**config.mk**
```make
export PLATFORM = sky130hd
export DESIGN_NAME = decrypt_unit
export DESIGN_NICKNAME = d
export VERILOG_FILES = /design/src/rtl/decrypt_unit_pkg.sv /design/src/rtl/decrypt_unit_feistel_round_f.sv /design/src/rtl/decrypt_unit.sv
export SDC_FILE = /design/constraint.sdc
export NUM_CORES = 1
export LEC_CHECK = 0
export ABC_AREA = 1
export BUFFER_PORTS_ARGS = -buffer_cell sky130_fd_sc_hd__buf_4
export CORE_ASPECT_RATIO = 0.6
export CORE_MARGIN = 1.5
export CORE_UTILIZATION = 30
export CTS_BUF_LIST = sky130_fd_sc_hd__clkbuf_16
export DETAILED_ROUTE_END_ITERATION = 12
export PLACE_DENSITY = 0.52
export SLEW_MARGIN = 20
export SYNTH_ARGS = -nofsm -noshare
export SYNTH_HDL_FRONTEND = slang
export SYNTH_SLANG_ARGS = --single-unit
export TNS_END_PERCENT = 100
```
**constraint.sdc**
```tcl
create_clock -name clock -period 4.89 [get_ports clock]
set_clock_uncertainty 0.2 [all_clocks]
set_input_delay 0.2445 -clock clock [delete_from_list [all_inputs] [get_ports clock]]
set_output_delay 0.2445 -clock clock [all_outputs]
set_load 0.005 [all_outputs]
```
**src/rtl/decrypt_unit_pkg.sv**
```systemverilog
// Shared definitions for the nibble-Feistel cipher: expansion permutation,
// round function and the FSM state encoding. The encrypt and decrypt sides
// both import this so the round function cannot diverge between them.
package decrypt_unit_pkg;

    typedef enum logic [1:0] {
        ST_IDLE = 2'd0,
        ST_CALC = 2'd1,
        ST_OUT  = 2'd2
    } state_t;

    // Expansion permutation: spreads the 4-bit half-block over 8 bits.
    function automatic logic [7:0] expand(input logic [3:0] lo);
        return {lo[3], lo[0], lo[1], lo[2], lo[1], lo[3], lo[2], lo[0]};
    endfunction

    // Round function. The carry-in is the inverted key[0], which matches the
    // carry-select adder on the encrypt side; the carry-out is dropped.
    function automatic logic [3:0] round_f(input logic [3:0] lo, input logic [7:0] k);
        logic [7:0] x;
        x = expand(lo) ^ k;
        return x[7:4] + x[3:0] + {3'b000, ~k[0]};
    endfunction

endpackage

```
**src/rtl/decrypt_unit_feistel_round_f.sv**
```systemverilog
// Combinational Feistel round function f(lo, k) -> 4-bit mask.
module feistel_round_f
    import decrypt_unit_pkg::*;
(
    input  logic [3:0] lo,
    input  logic [7:0] k,
    output logic [3:0] f
);

    assign f = round_f(lo, k);

endmodule

```
**src/rtl/decrypt_unit.sv**
```systemverilog
// Single-block-in-flight decryptor for the 8-bit nibble-Feistel cipher.
// Captures {enc_number, key} on the input handshake, computes the plaintext
// in one cycle, and holds it on the output handshake until accepted.
module decrypt_unit
    import decrypt_unit_pkg::*;
#(
    parameter int CNT_W = 8
) (
    input  logic             clock,
    input  logic             reset,
    input  logic [7:0]       enc_number,
    input  logic [7:0]       key,
    input  logic             in_valid,
    output logic             in_ready,
    output logic [7:0]       dec_number,
    output logic             out_valid,
    input  logic             out_ready,
    output logic             busy,
    output logic [CNT_W-1:0] blk_count
);

    state_t           state;
    state_t           state_next;
    logic [7:0]       enc_q;
    logic [7:0]       key_q;
    logic [7:0]       dec_q;
    logic [3:0]       f_val;

    // Round function sees only the captured registers, never the live inputs.
    feistel_round_f u_round_f (
        .lo (enc_q[3:0]),
        .k  (key_q),
        .f  (f_val)
    );

    // State register with synchronous reset.
    always_ff @(posedge clock) begin
        // NOTE: sequential state uses <= so every flop samples pre-edge values.
        if (reset) state <= ST_IDLE;
        else       state <= state_next;
    end

    // Next-state and handshake outputs, all decoded from the current state.
    always_comb begin
        // NOTE: defaults first so no path through this block infers a latch.
        state_next = state;
        in_ready   = 1'b0;
        out_valid  = 1'b0;
        busy       = 1'b1;
        unique case (state)
            ST_IDLE: begin
                in_ready = 1'b1;
                busy     = 1'b0;
                if (in_valid) state_next = ST_CALC;
            end
            ST_CALC: begin
                state_next = ST_OUT;
            end
            ST_OUT: begin
                out_valid = 1'b1;
                if (out_ready) state_next = ST_IDLE;
            end
            default: begin
                state_next = ST_IDLE;
            end
        endcase
    end

    // Capture registers, result register and delivered-block counter.
    always_ff @(posedge clock) begin
        // NOTE: every datapath register is reset so an aborted block leaves no
        // stale data on dec_number or in the capture registers.
        if (reset) begin
            enc_q     <= 8'h00;
            key_q     <= 8'h00;
            dec_q     <= 8'h00;
            blk_count <= '0;
        end else begin
            if (state == ST_IDLE && in_valid) begin
                enc_q <= enc_number;
                key_q <= key;
            end
            if (state == ST_CALC) begin
                dec_q <= {enc_q[7:4] ^ f_val, enc_q[3:0]};
            end
            if (state == ST_OUT && out_ready) begin
                blk_count <= blk_count + CNT_W'(1);
            end
        end
    end

    assign dec_number = dec_q;

endmodule

```
==> key figures, run 1 <==
Timing
  – Rel. slew slack: 52.60%
  – Setup Viol. Count Final: 0
  – Hold WS: 0.01053 ns
  – TNS Setup: 0 ns
  – Tcrit/Tclk final: 42.04%
  – Final Max Slew Viols: 0
  – Worst Max-Slew Pin Slew: 0.7103 ns
  – Unrepaired setup endpoints after global routing: false
  – Final hold violation count: 0
  – Period minus WS final: 2.056 ns
  – Maximum clock rate: 0.4864 GHz

Floorplanning
  – Die height: 58.30 um
  – Rows: 19
  – I/O Pins: 39
  – Chip width: 95.17 um
  – Core area: 4731 um^2
  – Die footprint: 5548 um^2
  – Initial Util: 32.32%

Global route
  – Overall routing resource usage: 13.39%
  – Antenna violations before repair: 0
  – First-pass GRT wire length: 5.554 mm
  – Gr ovfl total: 0
  – Largest net degree at the start of global routing: 28
  – Vias in the first global route: 1,184

Logic synthesis
  – Seq/Total Area, Yosys: 44.52%
  – Ys async rst share: 0%
  – #FFs+latches synth: 34
  – Main synth FF type: dfxtp_1
  – Netlist Area Pre-Place: 1529 um^2
  – YS warnings: 0
  – Synth cell types: 27
  – Synthesized Nets: 221
  – Synth Instances: 197
  – EDFF count, synth: 0
  – Synthesized area per cell: 7.761 um^2

Clock tree
  – CTS Sinks: 34
  – Post_cts resized: 0
  – Max Buffers Root-to-Sink: 2
  – H-tree levels: 2
  – Hold-fix buffers at CTS: 0
  – Worst-path clk slew: 0.05 ns
  – CTS tree: done
  – Setup bufs post-CTS: 0
  – Clock Root Buffer: clkbuf_16
  – Clock latency on the worst-skew pair: 0.27 ns
  – Total CTS buffers: 5

Cells and area
  – Reg area: 680.7 um^2
  – Antenna Cells: 0
  – Finished Layout Cells: 300
  – Core Util, Final: 42.79%
  – # fillers: 504
  – Final nets: 260
  – Multi-input gate area: 738.2 um^2
  – Fraction of layout cells with a size suffix above 1: 23.21%
  – Layout area overhead: 32.41%

Drt
  – Wire length per cell: 11.40 um
  – Drt total wl: 3.420 mm
  – Met3 Wirelength: 206 um
  – DR top layer: met4
  – Post-route antenna net violation count: 0
  – Via count: 1,310
  – DRT Pass-1 Iters: 4
  – Drt initial violations: 40
  – Wire length on met2: 1.251 mm
  – Vias per std cell: 4.367
  – DR DRC count: 0
  – Wl on met1: 1.929 mm

Placed design
  – GP Congestion: 0.7145
  – IO buf count: 38
  – Post-DP HPWL: 2.525 mm
  – Cells after DPL: 292

Critical path
  – Crit Path Max Fanout: 3
  – Worst setup EP type: register
  – Crit Reg-Reg Startpoint: enc_q[2]
  – Crit path kind: reg2reg
  – Critical Path AT: 2.00 ns
  – Worst Path Required: 4.83 ns
  – CP startpoint kind: register
  – Worst setup path start: enc_q[2]
  – Cells on worst reg2reg path: 9

Run status
  – Status: finished clean

Pwr
  – PD cells: 384.9 nW/um^2
  – Leakage power: 0.0009422 uW
  – VDD IR max: 0.1621 mV

Hold path
  – Worst Hold Class: in2reg
  – Hold path start: reset
  – Hold depth: 2

Job
  – Max-cap violation count: 0
==> registers in the layout (all words and copies together) (netlist names) <==
register	count
key_q	8
enc_q	8
blk_count	8
state	2
dec_number	8
==> critical path: stages (launching register included) <==
cell and delay (ns):
dfxtp_1 0.38, inv_2 0.06, nand2_1 0.07, and2_1 0.14, or2_1 0.13, o21ai_0 0.11
fa_1 0.39, xnor2_1 0.21, xor2_1 0.16, a21oi_1 0.07
==> final cells by class <==
type,count,area share (%)
sequential,34,33.62
inverter,21,3.894
clock inverter,3,1.854
timing repair buffer,38,14.09
multi-input combinational,136,36.46
clock buffer,5,6.180
tap,63,3.894
==> report_power, final <==
| group | switching, uW | total [uW] | leakage (uW) | internal (uW) |
|---|---|---|---|---|
| clock | 110 | 347 | 0.0000864 | 236 |
| sequential | 14.2 | 310 | 0.000279 | 296 |
| combinational | 64.9 | 122 | 0.000577 | 57.1 |
==> stage by stage <==
step                      area, um^2  power [uW]  setup WS (ns)
final                           2024       779.1          2.834
after global routing            2024       821.9          2.723
after CTS                       2024       789.0          2.836
after detailed placement        1862       439.7          2.863
after global placement          1862       439.3          2.895
after floorplan                 1529       398.2          3.002
==> layer usage <==
metal  track usage (%)  up-vias
li1                  -      710
met1             20.19      568
met2             17.43       27
met3             4.522        5
met4             4.478        0
met5                 0        -
==> cell usage after synthesis (2+ instances only) <==
cell type,n,area share (%)
dfxtp_1,34,45
xor2_1,7,4.0
xnor2_1,3,1.7
buf_2,4,1.3
a21oi_1,19,6.2
nand3_1,9,2.9
nor2_2,3,1.2
inv_1,19,4.7
nor2_1,31,7.6
ha_1,3,2.5
nand2_1,23,5.6
nand3_2,2,1.3
o21ai_0,26,8.5
==> path summary, 6_finish.rpt <==
path | endpoint | slack, ns
min reg2reg | blk_count[7] | 0.27
max reg2reg | dec_number[6] | 2.83
min | blk_count[1] | 0.01
max | dec_number[6] | 2.83
==> layout by cell type, fill, tap and decap left out <==
| master | instances |
|---|---|
| nor2_1 | 31 |
| buf_4 | 38 |
| and2_1 | 1 |
| nor3_1 | 1 |
| nor2_2 | 3 |
| inv_2 | 1 |
| inv_1 | 21 |
| bufinv_16 | 1 |
| clkinv_1 | 1 |
| o21ai_1 | 1 |
| xnor2_1 | 3 |
| nand2_2 | 1 |
| o21ai_0 | 26 |
| xor2_1 | 7 |
| fa_1 | 1 |
| clkbuf_16 | 5 |
| ha_1 | 3 |
| or2_1 | 1 |
| dfxtp_1 | 34 |
| nor2_4 | 1 |
| a21oi_1 | 19 |
| nand3_2 | 2 |
| nand3_4 | 1 |
| nor3_4 | 1 |
| nand3_1 | 9 |
| and3_2 | 1 |
| nand2_1 | 23 |
==> cell families (layout without fill, tap and decap cells) <==
kind of cell / Yosys count / in the layout / share of synthesized area (%)
AO/OA/AOI/OAI: 46 / 46 / 15.06
flip-flops: 34 / 34 / 44.52
adder cells (fa/ha/maj): 4 / 4 / 3.765
buffers and inverters: 27 / 67 / 7.201
XOR/XNOR: 10 / 10 / 5.729
AND/OR/NAND/NOR: 76 / 76 / 23.73
No activity file was read; power rests on OpenSTA's default activity.
==> inputs of run 2 (changes only) <==
--- a/config.mk
+++ b/config.mk
@@ -5,14 +5,14 @@
 export SDC_FILE = /design/constraint.sdc
 export NUM_CORES = 1
 export LEC_CHECK = 0
-export ABC_AREA = 1
+export ABC_AREA = 0
 export BUFFER_PORTS_ARGS = -buffer_cell sky130_fd_sc_hd__buf_4
 export CORE_ASPECT_RATIO = 0.6
 export CORE_MARGIN = 1.5
 export CORE_UTILIZATION = 30
 export CTS_BUF_LIST = sky130_fd_sc_hd__clkbuf_16
 export DETAILED_ROUTE_END_ITERATION = 12
-export PLACE_DENSITY = 0.52
+export PLACE_DENSITY = 0.54
 export SLEW_MARGIN = 20
 export SYNTH_ARGS = -nofsm -noshare
 export SYNTH_HDL_FRONTEND = slang
==> constraint.sdc (replaced) <==
create_clock -name clock -period 1.8 [get_ports clock]
set_clock_uncertainty 0.2 [all_clocks]
set_input_delay 0.09 -clock clock [delete_from_list [all_inputs] [get_ports clock]]
set_output_delay 0.09 -clock clock [all_outputs]
set_load 0.005 [all_outputs]
==> run 2 against run 1 <==
Effect of this change:
- non-clock buffer count increased by 24
- die area decreased by 2.7%
- routed wire length increased by 2.7%
- synthesized area decreased by 2.8%
- hold slack improved by 0.011 ns
- synthesized cell count decreased by 9.6%
- largest power group is now registers
- highest routed layer unchanged
==> key figures, run 2 <==
Pwr
  – Comb pwr share: 16.7%
  – Switching power share of the total: 23.23%
  – Leakage power: 0.0009226 uW
  – Seq pwr share: 43.3%
  – PD cells: 876.3 nW/um^2
  – Switching Power: 440.8 uW
  – Power, Total: 1898 uW
  – Clock network fraction of total power: 40.0%
  – P_int: 1457 uW
  – VDD IR max: 0.3862 mV

Cells and area
  – Commonest non-fill, non-tap cell in the layout: nand2_1
  – Post-route cell area: 2166 um^2
  – # fillers: 503
  – Fraction of layout cells with a size suffix above 1: 23.40%
  – Final nets: 260
  – Commonest cells after routing, fill and taps aside: nand2_1, buf_4, dfxtp_1
  – Antenna Cells: 0
  – Layout area overhead: 45.71%
  – Finished Layout Cells: 298

Critical path
  – Slowest stage delay, CP: 0.35 ns
  – Crit Path Max Fanout: 4
  – Worst Path Required: 1.80 ns
  – CP Capture Point: dec_number[6]
  – Internal reg-to-reg setup slack: 0.007 ns
  – Crit path kind: reg2reg
  – Delay-heaviest family, CP: XOR/XNOR gates
  – RR Endpoint: dec_number[6]
  – Critical Path, Cell by Cell: xor2_2 > o21a_1 > fa_2 > xnor2_2 > xnor2_1 > nand2_1 > a21oi_1
  – CP Buf/Inv Count: 0
  – Total stage count of the critical path: 7
  – Worst setup EP type: register
  – Crit Reg-Reg Startpoint: enc_q[2]
  – Slowest CP cell: fa_2
  – Cells on worst reg2reg path: 7
  – Critical Path AT: 1.79 ns
  – CP startpoint kind: register
  – Worst setup path start: enc_q[2]

Timing
  – Tcrit/Tclk final: 99.61%
  – Setup WS post-layout: 0.006943 ns
  – Hold WS: 0.02134 ns
  – Final Max Slew Viols: 0
  – Rel. slew slack: 73.44%
  – Unrepaired setup endpoints after global routing: true
  – Period minus WS final: 1.793 ns
  – Maximum clock rate: 0.5577 GHz
  – Final hold violation count: 0
  – Setup Viol. Count Final: 0
  – Worst Max-Slew Pin Slew: 0.3984 ns

Drt
  – Wire length per cell: 11.79 um
  – Drt initial violations: 63
  – Via count: 1,331
  – Vias per std cell: 4.466
  – DRT Pass-1 Iters: 4
  – Post-route antenna net violation count: 0
  – DR DRC count: 0
  – Drt total wl: 3.513 mm

Global route
  – Vias in the first global route: 1,177
  – Antenna violations before repair: 0
  – Overall routing resource usage: 14.01%
  – Largest net degree at the start of global routing: 37
  – First-pass GRT wire length: 5.658 mm
  – Gr ovfl total: 0

Placed design
  – Cells after DPL: 275
  – Area of placed instances: 1858 um^2
  – Setup WS pre-CTS: 0.01353 ns
  – Post-DP HPWL: 2.497 mm
  – GP Congestion: 0.8545
  – IO buf count: 38

Logic synthesis
  – Synth area leaders: dfxtp_1, nand2_1, a21oi_1, xor2_1, xnor2_1
  – Synth Instances: 178
  – Netlist Area Pre-Place: 1486 um^2
  – Top cell type's share of synthesized area: 45.79%
  – Synth cell count leaders: nand2_1, dfxtp_1, a21oi_1
  – Ys async rst share: 0%
  – Seq/Total Area, Yosys: 45.79%
  – Synth cell types: 30
  – Top-count cell post-synth: nand2_1
  – Main synth FF type: dfxtp_1
  – Synthesized area per cell: 8.351 um^2
  – Yosys top cell by area: dfxtp_1
  – EDFF count, synth: 0
  – YS warnings: 0
  – Synthesized Nets: 202
  – #FFs+latches synth: 34

Clock tree
  – H-tree levels: 2
  – Clock latency on the worst-skew pair: 0.27 ns
  – Max Buffers Root-to-Sink: 2
  – CTS Sinks: 34
  – Worst-path clk slew: 0.05 ns
  – Total CTS buffers: 5
  – Clock Root Buffer: clkbuf_16
  – CTS tree: done
  – Setup bufs post-CTS: 0

Floorplanning
  – Core area: 4659 um^2
  – Rows: 19
  – Initial Util: 31.90%
  – Die footprint: 5400 um^2
  – Chip width: 93.88 um
  – I/O Pins: 39
  – Die height: 57.53 um

Job
  – Max-cap violation count: 0

Run status
  – Status: finished clean

Hold path
  – Worst Hold Class: in2reg
  – Hold depth: 2
run 2: worst min-delay path by stage:
stage                             start           end  slack (ns)
after floorplan           enc_number[2]      enc_q[2]        0.02
after global routing              reset  blk_count[7]        0.05
after CTS                         reset  blk_count[4]        0.02
after detailed placement         key[7]      key_q[7]        0.15
final                             reset  blk_count[7]        0.02
after global placement           key[0]      key_q[0]        0.14
run 2: per-stage QoR:
stage                     setup TNS [ns]  utilization, %
after floorplan                        0               -
after global placement                 0           39.88
after detailed placement               0           39.88
after CTS                      -0.001071           46.29
after global routing             -0.1359           46.48
final                                  0           46.48
run 2: cell families after synthesis:
logic type	Yosys count	synth area share (%)
compound gates	31	11.45
xor+xnor	19	12.63
fa+ha+maj	4	3.872
buf+inv	12	3.535
flops	34	45.79
simple gates	78	22.73
run 2: metal layers:
layer | GRT usage [%] | wire length [um] | share of wire (%) | vias to the layer above
met1 | 21.07 | 1949 | 55 | 594
met4 | 3.838 | 25 | 0.71 | 0
met2 | 18.74 | 1322 | 38 | 35
met3 | 4.800 | 215 | 6.1 | 2
met5 | 0 | 0 | 0 | -
li1 | - | - | - | 700
run 2: repair_timing:
action,4_1_cts,5_1_grt
endpoints found under the hold margin,17,0
endpoints found under the setup margin,1,3
gates resized for setup,0,2
hold buffers,17,0
pin swaps,0,1
run 2: area by class of cell:
type                       count  area [um^2]  area share [%]
clock buffer                   5        125.1           5.777
sequential                    34        683.2           31.54
inverter                       1        3.754          0.1733
tap                           63        78.83           3.640
timing repair buffer          62        508.0           23.45
multi-input combinational    132        763.2           35.24
clock inverter                 1        3.754          0.1733
run 2: power groups by stage:
stage               clock, uW  sequential, uW  combinational (uW)
floorplan                   0             830                 179
global placement            0             836                 279
detailed placement          0             837                 279
CTS                       786             821                 310
global route              823             826                 354
finish                    760             822                 316
